===== src/rtl/shell_pkg.sv =====
`default_nettype none
// ============================================================================
//  Module   : shell_pkg
//  Desc     : Shared types and constants for the shell fire controller:
//             per-player FSM state encoding, shell-bank size, game-over code,
//             player index type and a 5-bit popcount helper.
//  Revision : 1.0 - initial release
// ============================================================================
package shell_pkg;

  // Number of shell slots per player in the shell bank
  localparam int MAX_SHELLS = 5;

  // game_state code meaning "round over / restart"
  localparam logic [1:0] GS_OVER = 2'b10;

  // Per-player fire FSM states
  typedef enum logic [2:0] {
    FS_IDLE     = 3'd0,
    FS_PEND     = 3'd1,
    FS_FIRE     = 3'd2,
    FS_COOLDOWN = 3'd3,
    FS_RELEASE  = 3'd4
  } fire_state_e;

  // Player index used by the round-robin pointer
  typedef enum logic {
    PLAYER_1 = 1'b0,
    PLAYER_2 = 1'b1
  } player_idx_e;

  // Count of free shell slots (1 = free)
  function automatic logic [2:0] popcount5(input logic [MAX_SHELLS-1:0] v);
    logic [2:0] n;
    n = 3'd0;
    for (int i = 0; i < MAX_SHELLS; i++) begin
      n = n + {2'b00, v[i]};
    end
    return n;
  endfunction

endpackage
`default_nettype wire


===== src/rtl/fire_fsm.sv =====
`default_nettype none
// ============================================================================
//  Module   : fire_fsm
//  Desc     : One player's fire sequencer: IDLE -> PEND -> FIRE -> COOLDOWN
//             -> (RELEASE) -> IDLE, with a 24-bit cooldown counter.
//             Build option SHELL_AUTOFIRE_EN: a button still held when the
//             cooldown expires re-enters PEND (auto-repeat) instead of
//             waiting in RELEASE for the button to be let go.
//  Revision : 1.0 - initial release
// ============================================================================
module fire_fsm
  import shell_pkg::*;
#(
  parameter logic [23:0] COOLDOWN = 24'd2_500_000
) (
  input  logic clk,
  input  logic rst_n,
  input  logic i_game_over,
  input  logic i_btn,
  input  logic i_give,
  input  logic i_grant,
  output logic o_req,
  output logic o_fire,
  output logic o_cooling
);

  localparam logic [2:0] ST_IDLE     = FS_IDLE;
  localparam logic [2:0] ST_PEND     = FS_PEND;
  localparam logic [2:0] ST_FIRE     = FS_FIRE;
  localparam logic [2:0] ST_COOLDOWN = FS_COOLDOWN;
  localparam logic [2:0] ST_RELEASE  = FS_RELEASE;

  // Counter value on the last cooldown cycle; COOLDOWN cycles spent in COOLDOWN
  localparam logic [23:0] CNT_LAST = COOLDOWN - 24'd1;

  logic [2:0]  r_state;
  logic [2:0]  w_state_nxt;
  logic [23:0] r_cnt;
  logic        r_btn_prev;
  logic        w_btn_rise;
  logic        w_cd_done;

  assign w_btn_rise = i_btn & ~r_btn_prev;
  assign w_cd_done  = (r_cnt == CNT_LAST);

  // Next-state decode; game over overrides every other transition
  always_comb begin
    w_state_nxt = r_state;
    case (r_state)
      ST_IDLE: begin
        if (w_btn_rise) w_state_nxt = ST_PEND;
      end
      ST_PEND: begin
        // Losing the shell permission drops the request without a strobe
        if (!i_give)      w_state_nxt = ST_IDLE;
        else if (i_grant) w_state_nxt = ST_FIRE;
      end
      ST_FIRE: begin
        w_state_nxt = ST_COOLDOWN;
      end
      ST_COOLDOWN: begin
        if (w_cd_done) begin
`ifdef SHELL_AUTOFIRE_EN
          w_state_nxt = i_btn ? ST_PEND : ST_IDLE;
`else
          w_state_nxt = i_btn ? ST_RELEASE : ST_IDLE;
`endif
        end
      end
      ST_RELEASE: begin
        if (!i_btn) w_state_nxt = ST_IDLE;
      end
      default: w_state_nxt = ST_IDLE;
    endcase
    if (i_game_over) w_state_nxt = ST_IDLE;
  end

  // State register and previous-button sample for edge detection
  always_ff @(posedge clk) begin
    if (!rst_n) begin
      r_state    <= ST_IDLE;
      r_btn_prev <= 1'b0;
    end else begin
      r_state    <= w_state_nxt;
      // Keeps tracking during game over so a held button needs a fresh press
      r_btn_prev <= i_btn;
    end
  end

  // Cooldown counter: zero outside COOLDOWN, so it is clear on entry
  always_ff @(posedge clk) begin
    if (!rst_n) begin
      r_cnt <= 24'd0;
    end else if (i_game_over || (r_state != ST_COOLDOWN)) begin
      r_cnt <= 24'd0;
    end else begin
      r_cnt <= r_cnt + 24'd1;
    end
  end

  assign o_req     = (r_state == ST_PEND);
  assign o_fire    = (r_state == ST_FIRE);
  assign o_cooling = (r_state == ST_COOLDOWN);

endmodule
`default_nettype wire


===== src/rtl/shell_fire_ctrl.sv =====
`default_nettype none
// ============================================================================
//  Module   : shell_fire_ctrl
//  Desc     : Two-player shell fire controller. Computes per-player shell
//             availability from the shell bank slot status, arbitrates the
//             single shared issue slot round-robin between the two player
//             FSMs and drives one-cycle fire strobes.
//             Build option SHELL_AUTOFIRE_EN (see fire_fsm) enables
//             auto-repeat while the fire button is held.
//  Revision : 1.0 - initial release
// ============================================================================
module shell_fire_ctrl
  import shell_pkg::*;
#(
  parameter logic [23:0] COOLDOWN     = 24'd2_500_000,
  parameter logic [2:0]  MAX_INFLIGHT = 3'd5
) (
  input  logic       clk,
  input  logic       rst_n,
  input  logic [1:0] i_game_state,
  input  logic       i_btn_1,
  input  logic       i_btn_2,
  input  logic [4:0] i_valid_1_shell,
  input  logic [4:0] i_valid_2_shell,
  output logic       o_fire_1,
  output logic       o_fire_2,
  output logic       o_valid_give_shell_1,
  output logic       o_valid_give_shell_2,
  output logic       o_cooling_1,
  output logic       o_cooling_2
);

  logic        w_game_over;
  logic [1:0]  w_btn;
  logic [1:0]  w_req;
  logic [1:0]  w_pend;
  logic [1:0]  w_grant;
  logic [1:0]  w_fire;
  logic [1:0]  w_cooling;
  logic [1:0]  w_give_nxt;
  logic [1:0]  r_give;
  logic [2:0]  w_free_1;
  logic [2:0]  w_free_2;
  logic [2:0]  w_inflight_1;
  logic [2:0]  w_inflight_2;
  player_idx_e r_last;

  assign w_game_over = (i_game_state == GS_OVER);
  assign w_btn       = {i_btn_2, i_btn_1};

  // Shell availability: at least one free slot and below the in-flight cap
  assign w_free_1      = popcount5(i_valid_1_shell);
  assign w_free_2      = popcount5(i_valid_2_shell);
  assign w_inflight_1  = 3'(MAX_SHELLS) - w_free_1;
  assign w_inflight_2  = 3'(MAX_SHELLS) - w_free_2;
  assign w_give_nxt[0] = (w_free_1 != 3'd0) && (w_inflight_1 < MAX_INFLIGHT);
  assign w_give_nxt[1] = (w_free_2 != 3'd0) && (w_inflight_2 < MAX_INFLIGHT);

  // Registered shell permission, held low through reset and game over
  always_ff @(posedge clk) begin
    if (!rst_n || w_game_over) begin
      r_give <= 2'b00;
    end else begin
      r_give <= w_give_nxt;
    end
  end

  // A player competes for the issue slot only while it may take a shell
  assign w_req = w_pend & r_give;

  // Round-robin: on a tie the player that did not win the previous tie wins
  assign w_grant[0] = w_req[0] & (~w_req[1] | (r_last == PLAYER_2));
  assign w_grant[1] = w_req[1] & (~w_req[0] | (r_last == PLAYER_1));

  // Pointer moves only on contested grants; an uncontested grant (e.g. the
  // loser of a tie being served next cycle) leaves the tie order alternating
  always_ff @(posedge clk) begin
    if (!rst_n) begin
      r_last <= PLAYER_2;
    end else if (!w_game_over && (&w_req)) begin
      r_last <= w_grant[0] ? PLAYER_1 : PLAYER_2;
    end
  end

  for (genvar gi = 0; gi < 2; gi++) begin : g_player
    fire_fsm #(
      .COOLDOWN (COOLDOWN)
    ) u_fire_fsm (
      .clk         (clk),
      .rst_n       (rst_n),
      .i_game_over (w_game_over),
      .i_btn       (w_btn[gi]),
      .i_give      (r_give[gi]),
      .i_grant     (w_grant[gi]),
      .o_req       (w_pend[gi]),
      .o_fire      (w_fire[gi]),
      .o_cooling   (w_cooling[gi])
    );
  end

  assign o_fire_1             = w_fire[0];
  assign o_fire_2             = w_fire[1];
  assign o_valid_give_shell_1 = r_give[0];
  assign o_valid_give_shell_2 = r_give[1];
  assign o_cooling_1          = w_cooling[0];
  assign o_cooling_2          = w_cooling[1];

endmodule
`default_nettype wire

===== config.mk =====
export PLATFORM = sky130hd
export DESIGN_NAME = shell_fire_ctrl
export DESIGN_NICKNAME = d
export VERILOG_FILES = /design/src/rtl/shell_pkg.sv /design/src/rtl/fire_fsm.sv /design/src/rtl/shell_fire_ctrl.sv
export SDC_FILE = /design/constraint.sdc
export NUM_CORES = 1
export LEC_CHECK = 0
export CORE_MARGIN = 2
export CORE_UTILIZATION = 50
export CTS_CLUSTER_DIAMETER = 40
export DETAILED_ROUTE_END_ITERATION = 12
export GPL_TIMING_DRIVEN = 0
export PLACE_DENSITY = 0.79
export SYNTH_ARGS = -nofsm -noshare
export SYNTH_HDL_FRONTEND = slang
export SYNTH_HIERARCHICAL = 1
export SYNTH_SLANG_ARGS = --single-unit
export TNS_END_PERCENT = 10

===== constraint.sdc =====
create_clock -name clk -period 2.6 [get_ports clk]
set_input_delay 0.52 -clock clk [delete_from_list [all_inputs] [get_ports clk]]
set_output_delay 0.52 -clock clk [all_outputs]
set_load 0.05 [all_outputs]

### Yosys cells after proc, flatten, opt, wreduce, memory -nomap -nowiden

Index checks and enable logic that the tools add are counted.

* register bits: 59
* bits in latches: 0
* RAM bits: 0
* memory bits (read-only): 0
* input bits: 16
* word-level logic and storage cells: 89
* memories kept: 0

* add/subtract/negate cells: 12
* multiply operators: 0
* div/mod/pow operators: 0
* magnitude comparators: 2
* equal/unequal tests: 21
* shifts and indexed selects: 0
* multiplexer cells: 15
* bitwise gates (word level): 13
* reduce and logical (&&, ||, !) cells: 18

Operators by type and width (number)
* $add A24 B1 Y24 const B: 2
* $eq A24 B22 Y1 const B: 2
* $mux W3: 12
* $pmux W3 S5: 2
* $add A3 B1 Y3: 4
* $eq A3 B2 Y1 const B: 4
* $ne A3 B2 Y1 const B: 4
* $ne A2 B1 Y1 const B: 4
* $reduce_and A4 Y1: 2
* $add A2 B1 Y3: 2
* $eq A3 B1 Y1 const B: 2
* $eq A3 B3 Y1 const B: 2
* $logic_not A3 Y1: 2
* $lt A3 B3 Y1 const B: 2
* $not A1 Y1: 6
* $reduce_bool A3 Y1: 2
* $reduce_or A2 Y1: 3
* $sub A3 B3 Y3 const A: 2
* $add A1 B1 Y2: 2
* $and A1 B1 Y1: 4
* $ne A2 B2 Y1 const B: 2
* $logic_and A1 B1 Y1: 3
* $logic_or A1 B1 Y1: 3
* $and A2 B2 Y2: 1
* other kinds (5): 7

### Logic depth before layout (Yosys ltp)

* depth after elaboration: 8
* mapped depth: 7
* depth with buffers taken out: 7

### Cells and area by module

Netlist, hierarchy kept.

Modules (own cells, without submodules)
* fire_fsm: times used 2, cells an instance 159, area each 1330.0 µm², seq. area each 560.5 µm²
* shell_fire_ctrl: times used 1, cells an instance 34, area each 344.1 µm², seq. area each 60.1 µm²

### Worst setup path before layout

No wires, ideal clock.

* path type: input to register
* start: input i_valid_1_shell[0]
* end: register r_give[0]
* setup time: 0.125 ns
* data arrival time: 1.957 ns
* path slack: 0.518 ns
* cell stages on the path: 7
* cell sequence: fa_1 > inv_1 > fa_1 > inv_1 > ha_1 > o21bai_1 > a221oi_2

* longest elaborated chain between the ends: 7

RTL lines
* start: declaration: RTL line shell_fire_ctrl.sv:23 `input logic [4:0] i_valid_1_shell,`
* $add A1 B1 Y2 (*): RTL line shell_pkg.sv:37 `n = n + {2'b00, v[i]};`
* $add A2 B1 Y3 (*): RTL line shell_pkg.sv:37
* $add A3 B1 Y3 (*) (2 in a row): RTL line shell_pkg.sv:37
* $sub A3 B3 Y3: RTL line shell_fire_ctrl.sv:54 `assign w_inflight_1 = 3'(MAX_SHELLS) - w_free_1;`
* $lt A3 B3 Y1: RTL line shell_fire_ctrl.sv:56 `assign w_give_nxt[0] = (w_free_1 != 3'd0) && (w_inflight_1 < MAX_INFLIGHT);`
* $logic_and A1 B1 Y1 (*): RTL line shell_fire_ctrl.sv:56
* end signal: assignment: RTL line shell_fire_ctrl.sv:64 `r_give <= w_give_nxt;`
* end: declaration: RTL line shell_fire_ctrl.sv:41 `logic [1:0] r_give;`

Every way passes the cells marked *; elsewhere a longest branch is shown, timed or not.
A chain may end at the register's enable or synchronous reset.

### Worst setup path after layout

* start: register g_player[0].u_fire_fsm.r_state[2]
* end: output o_cooling_1

* longest elaborated chain between the ends: 1

RTL lines
* start: declaration: RTL line fire_fsm.sv:36 `logic [2:0] r_state;`
* start signal: assignment: RTL line fire_fsm.sv:84 `r_state <= w_state_nxt;`
* $eq A3 B2 Y1: RTL line fire_fsm.sv:103 `assign o_cooling = (r_state == ST_COOLDOWN);`
* end: declaration: RTL line shell_fire_ctrl.sv:29 `output logic o_cooling_1,`

No other way between the ends.

==> impl_results.md <==
- Status: completed
- WP data arrival: about 1.8 ns
- Fin. max-slew vios: 0
- Syn avg cell area: ~8.5 um^2
- Yosys reg bits: 59
- RSZ-0062 raised after global routing: false
- Detail Route Antenna Nets: 0
- Mapped Nets: ~380
- Max Freq: roughly 420 MHz
- Fraction of layout cells with a size suffix above 1: roughly 8.0%
- Reg2reg start: g_player[0].u_fire_fsm/r_cnt[0]$_SDFF_PP0_
- Hold WC Path Type: reg -> reg
- DR pass1 iterations: 4
- Crit path max fanout: 8
- Die Y: 81.5 um
- Part of the cycle the worst path needs: roughly nine tenths
- Area growth, synth to finish: 17.7%
- WHS: about 0.47 ns
- Setup CP Type: reg -> out
- Metal2 WL: approximately 3 mm
- Most common cell after layout, fill and taps aside: dfxtp_1
- Detailed-route wire length: around 6 mm
- Cts repair resizes: 0
- Die Width: between 80 and 90 um
- Crit-path slowest cell: clkdlybuf4s50_1
- Crit path launch: g_player[0].u_fire_fsm/r_state[2]$_SDFFE_PP0P_
- Wl on met1: 2.88 mm
- DR top layer: met4
- Synth Instances: between 300 and 400
- IO Port Bufs: 21
- Worst Tran Pin Value: ~0.5 ns
- Largest net degree at the start of global routing: 11
- Clock slew at reported path FFs: ~0.060 ns
- Min cycle time layout: about 2.4 ns
- Final core utilization: about three fifths
- ANT cells: 0
- Hold wc startpoint: g_player[1].u_fire_fsm/r_cnt[0]$_SDFF_PP0_
- Seq. cell area: between 0.001 and 0.0015 mm^2
- WP buf/inv: 2
- Register-to-register setup slack: approximately 0.42 ns
- Hold buffer count at cts: 0
- Die area: approximately 0.0066 mm^2
- Slew HR: approximately 66%
- Synth Warn #: 6
- Layout Skew: between 0.009 and 0.01 ns
- Average wire per standard cell: 13.3 um
- Total gr overflow: 0
- DRT iter0 DRCs: 132
- Core Area: 0.00585 mm^2
- PD cells: 572 mW/mm^2
- Vias in the first global route: roughly 2500
- Setup-failing EPs final: 0
- Yosys cell types: 41
- CTS HTree Levels: 3
- RePlAce Congestion: between 0.8 and 0.9
- Post-CTS setup buffers: 0
- First-pass GRT wire length: about 11 mm
- CTS tree: yes
- Max-cap viol count: 0
- Synth Cell Area: between 0.003 and 0.004 mm^2
- Post-synth EDFFs: 0
- Via Count: between 2000 and 3000
- IR drop worst, VDD: just over 0.3 mV
- Static Leakage: about 0.0011 uW
- CTS Root Cell: clkbuf_8
- Vias per inst: ~5.6
- Crit end category: output port
- Detail Placement HPWL: 4.34 mm
- Worst setup margin: roughly 0.24 ns
- Seq/Total Area, Yosys: approximately 39%
- Worst path required time: between 2 and 2.5 ns
- Worst slack, placed: -0.0368 ns
- Final hold vios: 0
- CTS Buf Count: 9
- Clk Latency, worst-skew pair: ~0.33 ns
- Critical-path cell list: nand3b_1 -> inv_1 -> clkdlybuf4s50_1
- Fill count: about 500
- Num rows: 28
- Clk sinks: between 50 and 60
- Setup TNS: 0 ns
- CP delay by family, top: buffers and inverters
- Initial Util: between 50% and 60%
- Remaining DRCs: 0
- Initial antenna violation count: 0
- Top FF cell, synth: dfxtp_1
- CP Launch Type: flop
- Multi-input logic area: 0.00170 mm^2
- IO Count: 22
- Longest Clk Path Bufs: 2
- Most frequent cells in the layout: 59 x dfxtp_1, 34 x nor2_1, 22 x inv_1, 22 x a21oi_1
- WL met3: roughly 280 um
- Fin nets: between 400 and 500
- Max stage delay on crit path: 0.81 ns
- Total global-route track usage: 20.4%
- Async set-or-reset flop fraction in the synthesized netlist: 0%
-- cells in the mapped netlist (3+ instances only) --
library cell,number,area (um^2)
and2_1,4,25.0
nand4_2,4,50.1
xnor2_1,14,123
nand4_1,13,81.3
nor3b_1,4,30.0
nand2_1,19,71.3
a21oi_1,22,110
ha_1,6,75.1
or2_2,4,25.0
clkbuf_1,4,15.0
nor4_1,14,87.6
or3_1,18,113
or4_1,8,60.1
nand3_1,18,90.1
fa_1,4,80.1
nor2b_1,4,25.0
o31ai_1,6,45.0
o21ai_0,21,105
nand2b_1,6,37.5
xor2_1,8,70.1
inv_1,22,82.6
nand3b_1,3,22.5
nor3_1,3,15.0
dfxtp_1,59,1180
and4_1,4,35.0
nor2_1,34,128
-- per-stage QoR --
stage | cell area (um^2) | instances | total power [uW]
after CTS | 3540 | 464 | 2040
final | 3540 | 464 | 2020
after floorplan | 3000 | 352 | 1030
after global routing | 3540 | 464 | 2090
after detailed placement | 3310 | 448 | 1090
after global placement | 3310 | 448 | 1080
-- path summary, 6_finish.rpt --
check | end | cells past startpoint
min reg2reg | g_player[1].u_fire_fsm/r_cnt[0]$_SDFF_PP0_ | 1
max | o_cooling_1 | 3
min | g_player[1].u_fire_fsm/r_cnt[0]$_SDFF_PP0_ | 1
max reg2reg | g_player[0].u_fire_fsm/r_cnt[22]$_SDFF_PP0_ | 6
-- layer usage --
metal  GRT usage (%)  up-vias
met2            33.9       57
met5               0        -
li1                -     1330
met1            25.5     1232
met4            6.27        0
met3            6.15        2
-- logic make-up (layout without fill, tap and decap cells) --
logic type	count (synthesis)	after routing	synth area share (%)
AOI/OAI and AO/OA	63	63	12.9
xor gates and xnor gates	22	22	6.41
adders and majority gates	10	10	5.16
buffers and inverters	32	69	4.16
DFF	59	59	39.3
and+or+nand+nor	166	166	32.1
-- worst register-to-register path: stages, from the launching register on --
cell	delay, ns
dfxtp_1	0.39
ha_1	0.26
nand4_2	0.19
or4_1	0.55
clkbuf_1	0.19
or3_1	0.38
a21oi_1	0.15
-- registers in the layout (all words and copies together), names as in the netlist --
| signal | cells |
|---|---|
| g_player.u_fire_fsm/r_btn_prev | 2 |
| g_player.u_fire_fsm/r_state | 6 |
| g_player.u_fire_fsm/r_cnt | 48 |
| r_last | 1 |
| r_give | 2 |
-- report_power, final --
part | total (uW) | switching (uW) | internal, uW
sequential | 924 | 10.5 | 913
clock | 955 | 363 | 591
combinational | 144 | 74.8 | 68.8
-- final cells by class --
cell class | instances | share of cell area [%]
Sequential cell | 59 | 33.4
Tap cell | 75 | 2.65
Clock buffer | 12 | 4.39
Timing Repair Buffer | 21 | 5.94
Multi-Input combinational cell | 261 | 48.0
Inverter | 22 | 2.34
Clock inverter | 4 | 2.05
Buffer | 10 | 1.20
Note: power is estimated with default switching activity, not from simulation.
